### src/rtl/riscv_boot_pkg.sv
// Shared encodings for the boot loader: FSM state codes, header length and checksum width.
package riscv_boot_pkg;

  localparam logic [2:0] ST_IDLE  = 3'd0;
  localparam logic [2:0] ST_HDR   = 3'd1;
  localparam logic [2:0] ST_LOAD  = 3'd2;
  localparam logic [2:0] ST_CHECK = 3'd3;
  localparam logic [2:0] ST_RUN   = 3'd4;
  localparam logic [2:0] ST_ERROR = 3'd5;

  localparam int HDR_BYTES = 4;
  localparam int CSUM_W    = 8;

  typedef enum logic [2:0] {
    S_IDLE  = ST_IDLE,
    S_HDR   = ST_HDR,
    S_LOAD  = ST_LOAD,
    S_CHECK = ST_CHECK,
    S_RUN   = ST_RUN,
    S_ERROR = ST_ERROR
  } boot_state_e;

  function automatic logic is_busy(input boot_state_e s);
    return (s == S_HDR) || (s == S_LOAD) || (s == S_CHECK);
  endfunction

endpackage

### src/rtl/riscv_boot_loader_if.sv
// Byte-stream input, instruction-memory write port and CPU/status outputs of the boot loader.
interface riscv_boot_loader_if;

  logic        load_start;
  logic        rx_valid;
  logic [7:0]  rx_data;
  logic        rx_ready;
  logic        imem_we;
  logic [31:0] imem_addr;
  logic [31:0] imem_wdata;
  logic        cpu_reset;
  logic        busy;
  logic        done;
  logic        error;

  modport master (
    output load_start, rx_valid, rx_data,
    input  rx_ready, imem_we, imem_addr, imem_wdata, cpu_reset, busy, done, error
  );

  modport slave (
    input  load_start, rx_valid, rx_data,
    output rx_ready, imem_we, imem_addr, imem_wdata, cpu_reset, busy, done, error
  );

endinterface

### src/rtl/boot_word_packer.sv
// Packs accepted bytes little-endian into 32-bit words; word_vld_o is combinational on the 4th byte
// so the caller can register the completed word on the same edge. clear_i discards a partial word.
module boot_word_packer
  import riscv_boot_pkg::*;
(
  input  logic        clk_i,
  input  logic        rst_ni,
  input  logic        clear_i,
  input  logic        byte_vld_i,
  input  logic [7:0]  byte_dat_i,
  output logic [31:0] word_o,
  output logic        word_vld_o
);

  localparam logic [1:0] LAST_BYTE = 2'(HDR_BYTES - 1);

  logic [1:0]  cnt_q, cnt_d;
  logic [23:0] shift_q, shift_d;

  // The three earlier bytes sit in shift_q with the oldest in [7:0].
  assign word_o     = {byte_dat_i, shift_q};
  assign word_vld_o = byte_vld_i && !clear_i && (cnt_q == LAST_BYTE);

  always_comb begin
    cnt_d   = cnt_q;
    shift_d = shift_q;
    if (clear_i) begin
      cnt_d   = '0;
      shift_d = '0;
    end else if (byte_vld_i) begin
      cnt_d   = cnt_q + 2'd1;
      shift_d = {byte_dat_i, shift_q[23:8]};
    end
  end

  always_ff @(posedge clk_i or negedge rst_ni) begin
    if (!rst_ni) begin
      cnt_q   <= '0;
      shift_q <= '0;
    end else begin
      cnt_q   <= cnt_d;
      shift_q <= shift_d;
    end
  end

endmodule

### src/rtl/riscv_boot_loader.sv
// Holds the CPU in reset, streams a length-prefixed image into instruction memory, checks an
// XOR checksum and releases the CPU. All outputs are registered from the next-state decode.
module riscv_boot_loader
  import riscv_boot_pkg::*;
#(
  parameter int          IMEM_DEPTH     = 512,
  parameter logic [31:0] BASE_ADDR      = 32'h0,
  parameter int          TIMEOUT_CYCLES = 100000
) (
  input  logic                clk_i,
  input  logic                reset_ni,
  riscv_boot_loader_if.slave  bus
);

  localparam int IDX_W = $clog2(IMEM_DEPTH + 1);
  localparam int TMR_W = $clog2(TIMEOUT_CYCLES + 1);
  localparam logic [TMR_W-1:0] TMR_LIMIT = TMR_W'(TIMEOUT_CYCLES);

  boot_state_e       state_q, state_d;
  logic [IDX_W-1:0]  idx_q, idx_d;
  logic [IDX_W-1:0]  num_q, num_d;
  logic [CSUM_W-1:0] csum_q, csum_d;
  logic [TMR_W-1:0]  tmr_q, tmr_d;
  logic [TMR_W-1:0]  tmr_inc;

  logic        rx_ready_q, rx_ready_d;
  logic        imem_we_q, imem_we_d;
  logic [31:0] imem_addr_q, imem_addr_d;
  logic [31:0] imem_wdata_q, imem_wdata_d;
  logic        cpu_reset_q, cpu_reset_d;
  logic        busy_q, busy_d;
  logic        done_q, done_d;
  logic        error_q, error_d;

  logic        accept;
  logic [31:0] pk_word;
  logic        pk_word_vld;
  logic        hdr_bad;

  // A restart in the same cycle as a byte drops the byte.
  assign accept  = bus.rx_valid && rx_ready_q && !bus.load_start;
  assign tmr_inc = tmr_q + TMR_W'(1);
  assign hdr_bad = (pk_word == 32'd0) || (pk_word > 32'(IMEM_DEPTH));

  boot_word_packer u_packer (
    .clk_i      (clk_i),
    .rst_ni     (reset_ni),
    .clear_i    (bus.load_start),
    .byte_vld_i (accept),
    .byte_dat_i (bus.rx_data),
    .word_o     (pk_word),
    .word_vld_o (pk_word_vld)
  );

  always_comb begin
    state_d      = state_q;
    idx_d        = idx_q;
    num_d        = num_q;
    csum_d       = csum_q;
    tmr_d        = tmr_q;
    imem_we_d    = 1'b0;
    imem_addr_d  = imem_addr_q;
    imem_wdata_d = imem_wdata_q;

    if (bus.load_start) begin
      state_d = S_HDR;
      idx_d   = '0;
      num_d   = '0;
      csum_d  = '0;
      tmr_d   = '0;
    end else begin
      case (state_q)
        S_HDR, S_LOAD, S_CHECK: begin
          tmr_d = accept ? '0 : tmr_inc;
          case (state_q)
            S_HDR: begin
              if (pk_word_vld) begin
                if (hdr_bad) begin
                  state_d = S_ERROR;
                end else begin
                  num_d   = pk_word[IDX_W-1:0];
                  state_d = S_LOAD;
                end
              end
            end
            S_LOAD: begin
              if (accept) csum_d = csum_q ^ bus.rx_data;
              if (pk_word_vld) begin
                imem_we_d    = 1'b1;
                imem_addr_d  = BASE_ADDR + (32'(idx_q) << 2);
                imem_wdata_d = pk_word;
                idx_d        = idx_q + IDX_W'(1);
                if ((idx_q + IDX_W'(1)) == num_q) state_d = S_CHECK;
              end
            end
            default: begin
              if (accept) state_d = (bus.rx_data == csum_q) ? S_RUN : S_ERROR;
            end
          endcase
          // An accepted byte always resets the timer, so it beats an expiring timeout.
          if (!accept && (tmr_inc == TMR_LIMIT)) state_d = S_ERROR;
        end
        S_IDLE, S_RUN, S_ERROR: ;
        default: state_d = S_IDLE;
      endcase
    end

    rx_ready_d  = is_busy(state_d);
    busy_d      = is_busy(state_d);
    cpu_reset_d = (state_d != S_RUN);
    done_d      = (state_d == S_RUN);
    error_d     = (state_d == S_ERROR);
  end

  always_ff @(posedge clk_i or negedge reset_ni) begin
    if (!reset_ni) begin
      state_q      <= S_IDLE;
      idx_q        <= '0;
      num_q        <= '0;
      csum_q       <= '0;
      tmr_q        <= '0;
      rx_ready_q   <= 1'b0;
      imem_we_q    <= 1'b0;
      imem_addr_q  <= '0;
      imem_wdata_q <= '0;
      cpu_reset_q  <= 1'b1;
      busy_q       <= 1'b0;
      done_q       <= 1'b0;
      error_q      <= 1'b0;
    end else begin
      state_q      <= state_d;
      idx_q        <= idx_d;
      num_q        <= num_d;
      csum_q       <= csum_d;
      tmr_q        <= tmr_d;
      rx_ready_q   <= rx_ready_d;
      imem_we_q    <= imem_we_d;
      imem_addr_q  <= imem_addr_d;
      imem_wdata_q <= imem_wdata_d;
      cpu_reset_q  <= cpu_reset_d;
      busy_q       <= busy_d;
      done_q       <= done_d;
      error_q      <= error_d;
    end
  end

  assign bus.rx_ready   = rx_ready_q;
  assign bus.imem_we    = imem_we_q;
  assign bus.imem_addr  = imem_addr_q;
  assign bus.imem_wdata = imem_wdata_q;
  assign bus.cpu_reset  = cpu_reset_q;
  assign bus.busy       = busy_q;
  assign bus.done       = done_q;
  assign bus.error      = error_q;

endmodule

### src/flat_wrapper.sv
// flat-port wrapper written by rule: the top's interface ports become plain ports
module riscv_boot_loader_flat import riscv_boot_pkg::*;
#(
  parameter int          IMEM_DEPTH     = 512,
  parameter logic [31:0] BASE_ADDR      = 32'h0,
  parameter int          TIMEOUT_CYCLES = 100000
)
  (clk_i, reset_ni, bus_load_start, bus_rx_valid, bus_rx_data, bus_rx_ready, bus_imem_we, bus_imem_addr, bus_imem_wdata, bus_cpu_reset, bus_busy, bus_done, bus_error);
  riscv_boot_loader_if bus_i ();
  input  logic clk_i;
  input  logic reset_ni;
  input wire logic [$bits(bus_i.load_start)-1:0] bus_load_start;
  input wire logic [$bits(bus_i.rx_valid)-1:0] bus_rx_valid;
  input wire logic [$bits(bus_i.rx_data)-1:0] bus_rx_data;
  output wire logic [$bits(bus_i.rx_ready)-1:0] bus_rx_ready;
  output wire logic [$bits(bus_i.imem_we)-1:0] bus_imem_we;
  output wire logic [$bits(bus_i.imem_addr)-1:0] bus_imem_addr;
  output wire logic [$bits(bus_i.imem_wdata)-1:0] bus_imem_wdata;
  output wire logic [$bits(bus_i.cpu_reset)-1:0] bus_cpu_reset;
  output wire logic [$bits(bus_i.busy)-1:0] bus_busy;
  output wire logic [$bits(bus_i.done)-1:0] bus_done;
  output wire logic [$bits(bus_i.error)-1:0] bus_error;
  assign bus_i.load_start = bus_load_start;
  assign bus_i.rx_valid = bus_rx_valid;
  assign bus_i.rx_data = bus_rx_data;
  assign bus_rx_ready = bus_i.rx_ready;
  assign bus_imem_we = bus_i.imem_we;
  assign bus_imem_addr = bus_i.imem_addr;
  assign bus_imem_wdata = bus_i.imem_wdata;
  assign bus_cpu_reset = bus_i.cpu_reset;
  assign bus_busy = bus_i.busy;
  assign bus_done = bus_i.done;
  assign bus_error = bus_i.error;
  riscv_boot_loader #(.IMEM_DEPTH(IMEM_DEPTH), .BASE_ADDR(BASE_ADDR), .TIMEOUT_CYCLES(TIMEOUT_CYCLES)) u_core (.clk_i(clk_i), .reset_ni(reset_ni), .bus(bus_i));
endmodule
### config.mk
export PLATFORM = sky130hd
export DESIGN_NAME = riscv_boot_loader_flat
export DESIGN_NICKNAME = d
export VERILOG_FILES = /design/src/rtl/riscv_boot_pkg.sv /design/src/rtl/riscv_boot_loader_if.sv /design/src/rtl/boot_word_packer.sv /design/src/rtl/riscv_boot_loader.sv /design/src/flat_wrapper.sv
export SDC_FILE = /design/constraint.sdc
export NUM_CORES = 1
export LEC_CHECK = 0
export CORE_MARGIN = 2
export CORE_UTILIZATION = 50
export DETAILED_ROUTE_END_ITERATION = 8
export PLACE_DENSITY = 0.72
export SYNTH_ARGS = -nofsm -noshare
export SYNTH_HDL_FRONTEND = slang
export SYNTH_SLANG_ARGS = --single-unit
### constraint.sdc
create_clock -name clk_i -period 3.2 [get_ports clk_i]
set_input_delay 0.64 -clock clk_i [delete_from_list [all_inputs] [get_ports clk_i]]
set_output_delay 0.64 -clock clk_i [all_outputs]
set_load 0.02 [all_outputs]
# Word-level counts from Yosys, hierarchy flattened
# Cells that the tools add are included.
# W data, S select, Z words.
# totals
out_inout_bits,70
input_bits,12
wordCells,93
register_bits,121
# op_classes
eq_ne,16
bitwise_logic,2
n_reduce_logical,23
order_cmp,1
add_sub_neg,3
n_mux,34
# op_table
operator,n
$mux W10,9
$mux W17,3
$mux W24,2
$gt A32 B10 Y1 const B,1
$logic_not A32 Y1,1
$mux W8,4
$mux W3,7
$add A17 B1 Y17 const B,1
$eq A17 B17 Y1 const B,1
$eq A3 B2 Y1 const B,4
$eq A3 B3 Y1 const B,4
$pmux W3 S2,2
$add A10 B1 Y10 const B,1
$eq A10 B10 Y1,1
$reduce_bool A2 Y1,5
$eq A8 B8 Y1,1
$reduce_and A4 Y1,2
$xor A8 B8 Y8,1
$eq A3 B1 Y1 const B,2
$reduce_and A3 Y1,2
$reduce_or A3 Y1,2
$logic_and A1 B1 Y1,5
$mux W1,5
$mux W2,2
other kinds (8),11

# Depth between registers and ports, before layout
# logic_depth
word_depth,12
ltp_mapped,11
mapped_depth_nobuf,10

# Hierarchy
# From an unflattened synthesis, not the netlist that was laid out.
# unflattened
hier_cells,585
area_unflattened_um2,6248.5
# modules_own_cells
module,seq_area_each_um2,cells_each,n_inst,area_each_um2
riscv_boot_loader,2378.5,490,1,5092.4
boot_word_packer,650.6,95,1,1156.1

# Worst setup path before layout
# OpenSTA, ideal clock, no wires.
# synth_path
path_type,input to register
start,input bus_load_start
end,register u_core.busy_q (netlist: u_core.bus.busy)
setup_ps,67
setup_slack_ps,563
t_arrival_ps,2570
stages,11
path_buffers,1
cell_sequence,inv_2 > nand3_1 > or3_1 > buf_6 > inv_6 > o2111ai_1 > or4_1 > nor4_2 > a211oi_1 > a21oi_2 > and2_1
# synth_between
elab_chain_cells,12
word_cells_on_any_way,18
cone_classes,eq/ne (3); mux (7); reduce/logical (8)
# synth_rtl
item,line_no,text
from (decl),flat_wrapper.sv:12,input wire logic [$bits(bus_i.load_start)-1:0] bus_load_start;
$logic_not A1 Y1,"boot_word_packer.sv:22, riscv_boot_loader.sv:41",
$logic_and A1 B1 Y1,riscv_boot_loader.sv:41,assign accept = bus.rx_valid && rx_ready_q && !bus.load_start;
$logic_and A1 B1 Y1 (2 in series),boot_word_packer.sv:22,assign word_vld_o = byte_vld_i && !clear_i && (cnt_q == LAST_BYTE);
$mux W3 (on tied branches),"riscv_boot_loader.sv:88, riscv_boot_loader.sv:77",
$pmux W3 S2,riscv_boot_loader.sv:75,case (state_q)
$mux W3,riscv_boot_loader.sv:101,if (!accept && (tmr_inc == TMR_LIMIT)) state_d = S_ERROR;
$pmux W3 S2,riscv_boot_loader.sv:72,case (state_q)
$mux W3 *,riscv_boot_loader.sv:65,if (bus.load_start) begin
$eq A3 B1 Y1 / $eq A3 B2 Y1 (equally long branches),riscv_boot_pkg.sv:24,return (s == S_HDR) || (s == S_LOAD) || (s == S_CHECK);
$logic_or A1 B1 Y1,riscv_boot_pkg.sv:24,
$logic_or A1 B1 Y1 *,riscv_boot_pkg.sv:24,
via u_core.busy_d,riscv_boot_loader.sv:31,"logic busy_q, busy_d;"
to (signal assigned),riscv_boot_loader.sv:141,busy_q <= busy_d;
to (decl),riscv_boot_loader.sv:31,
# Mark *: on every way through the listed nets, which the timed path passes. The rest lies on a longest branch.
# A chain may end at the register's enable or synchronous reset.

# Worst setup path in the final report
# Same ends and word-level chain as after synthesis.

==> metrics.yaml <==
status:
  status: "completed"
drt:
  dr.pass1.iters: 5
  drc_errors: 0
  drt-met1-wl_um: 5950
  postRouteAntennaNets: 0
  wl_um: 13600
  wl_met2_um: 6550
  wl_met3_um: 734
  vias: 4708
  wl_per_cell_um: 16.1
  routed.top_layer: "met4"
  drt-initial-drc-count: 318
  vias_per_cell: 5.58
placed_design:
  port_buffers: 59
  place.gp.congestion: 0.902
  place_hpwl_um: 9100
timing:
  slew_viol_final: 0
  slew_headroom_pct: 29.5
  fin_tns_setup_ns: 0
  whs_ns: 0.269
  min_period_over_period_pct: 89.1
  grt_setup_unrepaired: "false"
  tightest_slew_ns: 1.05
  min_period_ns: 2.85
  hold_viol_final: 0
  fmax_mhz: 351
  clock-skew-final_ns: 0.00822
  setup_viol: 0
pwr:
  power.leakage_uw: 0.00325
  ir_drop_mv: 0.372
  pwr_density_cell_mw_per_mm2: 527
  power_uw: 3750
cells_and_area:
  final_nets: 703
  fill_cells: 972
  diodes: 0
  drive_gt1_share_pct: 8.43
  area_growth_pct: 20.5
worst_setup_path:
  slowest_delay_ns: 0.57
  cp-start-kind: "input pin"
  cp_cell_sequence: "clkdlybuf4s50_1 > inv_2 > nand3_1 > or3_2 > inv_6 > o2111ai_1 > or4_1 > nor4_2 > a211oi_1 > a21oi_2 > and2_1"
  startpoint: "bus_load_start"
  slowest_stage: "or3_2"
  required_ns: 3.56
  r2r_setup_slack_ns: 0.48
  end_kind: "flip-flop"
  regToRegStartpoint: "u_core.tmr_q[0]"
  crit_fanout: 3
  worstSetupPathType: "in2reg"
  critPathArrivalTime_ns: 3.21
floorplan:
  start_util_pct: 51.5
  core-area_mm2: 0.0115
  rows: 39
  die_y_um: 113
  die_w_um: 113
  dieArea_mm2: 0.0127
  io_pins: 82
synth:
  syn_avg_cell_area_um2: 9.28
  yosys_warnings: 0
  synth_seq_area_share_pct: 51.3
  yosysTopAreaCell: "dfrtp_1"
  ys_ff_latch: 121
  synthMostInstantiatedCell: "nand2_1"
  synth_edf_count: 0
  yosys-top-cells-count: "nand2_1, dfrtp_1, o21ai_0"
  ys_types: 60
  async_flop_share_pct: 100
  syn_area_mm2: 0.00590
  netlist_instances: 636
  synthTopCellsByArea: "dfrtp_1, nand2_1, o21ai_0"
  synth_ff_type: "dfrtp_1"
  netlist.area_leader.share_pct: 50.9
clocking:
  clkSlewWorstSetupHoldPaths_ns: 0.06
  post-cts-setup-buffers: 0
  htreeDepth: 4
  numClockSinks: 121
  clkLatencyLatePin_ns: 0.42
  cts_buffers: 17
  postCtsHoldBufs: 0
  cts_tree: "built"
  ctsResizeCount: 0
  cts_max_path_buffers: 2
  root_buffer: "clkbuf_16"
grt:
  grt_pass1_wl_um: 23100
  track_usage_pct: 22.9
  grt_max_degree: 56
  overflow: 0
  antenna_found_initial: 0
  grt_pass1_vias: 4675
min_path:
  hp-class: "in2async"
run:
  maxCapViolCount: 0
## metal layers
| metal | up-vias | GRT usage (%) |
|---|---|---|
| li1 | 2252 | - |
| met1 | 2267 | 30.3 |
| met2 | 159 | 35.4 |
| met3 | 30 | 5.89 |
| met4 | 0 | 10.8 |
| met5 | - | 0 |
## registers in the layout (all words and copies together), names as in the netlist, 2 cells and up
signal / flops
u_core.tmr_q: 17
u_core.idx_q: 10
u_core.num_q: 10
u_core.bus.imem_wdata: 32
u_core.u_packer.shift_q: 24
u_core.state_q: 3
u_core.u_packer.cnt_q: 2
u_core.bus.imem_addr: 10
u_core.csum_q: 8
## worst paths after layout
kind                                             end  cells after the start
max                                  u_core.bus.busy                     11
min                         u_core.bus.imem_wdata[5]                      1
max reg2reg                     u_core.bus.cpu_reset                      9
min reg2reg                u_core.bus.imem_wdata[13]                      2
max in group asynchronous           u_core.tmr_q[10]                      2
min in group clk_i         u_core.bus.imem_wdata[13]                      2
## power breakdown
part           leakage (uW)  switching (uW)  internal, uW  total [uW]
clock network      0.000279             713          1140        1860
registers           0.00167            48.5          1560        1610
logic               0.00131             185          93.6         279
## per-stage QoR
stage	std cells	instance area, um^2	utilization [%]	worst slack [ns]
2_1_floorplan	657	5980	-	0.563
3_3_place_gp	811	6540	57.0	0.0104
3_5_place_dp	811	6540	57.0	-0.0491
4_1_cts	843	7110	62.0	0.378
5_1_grt	843	7110	62.0	0.225
6_report	843	7110	62.0	0.349
## cell type report
cell class	instances	area [um^2]	area share (%)
flip-flops and latches	121	3030	42.6
multi-input cells	462	2570	36.2
repair buffers	72	698	9.82
clock buffers	17	425	5.98
well taps	143	179	2.52
clock inverters	15	151	2.13
inverters	13	53.8	0.757
## worst max-delay path: cells and delay by family
family,cells,cell delay (ns)
buffers and inverters,3,0.59
AOI/OAI and AO/OA,3,0.44
and+or+nand+nor,5,1.53
## cells by family after synthesis
kind of cell,after synthesis,synth area share (%)
XOR/XNOR,42,6.23
adder cells (fa/ha/maj),4,0.848
buffers and inverters,74,6.49
AND/OR/NAND/NOR,269,21.1
other,1,0.0635
flip-flops,121,51.3
multiplexers,1,0.191
AO/OA/AOI/OAI,124,13.7
## cell usage in the layout, fill, tap and decap left out, types with 4 or more instances in the layout
cell,synthesis,layout
o21ai_0,51,51
nor4_1,9,9
a21oi_1,16,15
nand2b_1,4,4
a22o_1,25,25
dfrtp_1,120,120
nor3_1,6,6
clkinv_2,0,5
conb_1,1,22
nand3_1,23,23
nor2_1,41,41
a31oi_1,4,4
nand4_1,12,12
xor2_1,29,29
nor2b_1,7,7
inv_1,11,11
nand2_1,139,139
clkbuf_16,0,17
xnor2_1,13,13
o31ai_1,7,7
ha_1,4,4
buf_4,23,13
clkdlybuf4s50_1,0,58
No activity file was read; power rests on OpenSTA's default activity.
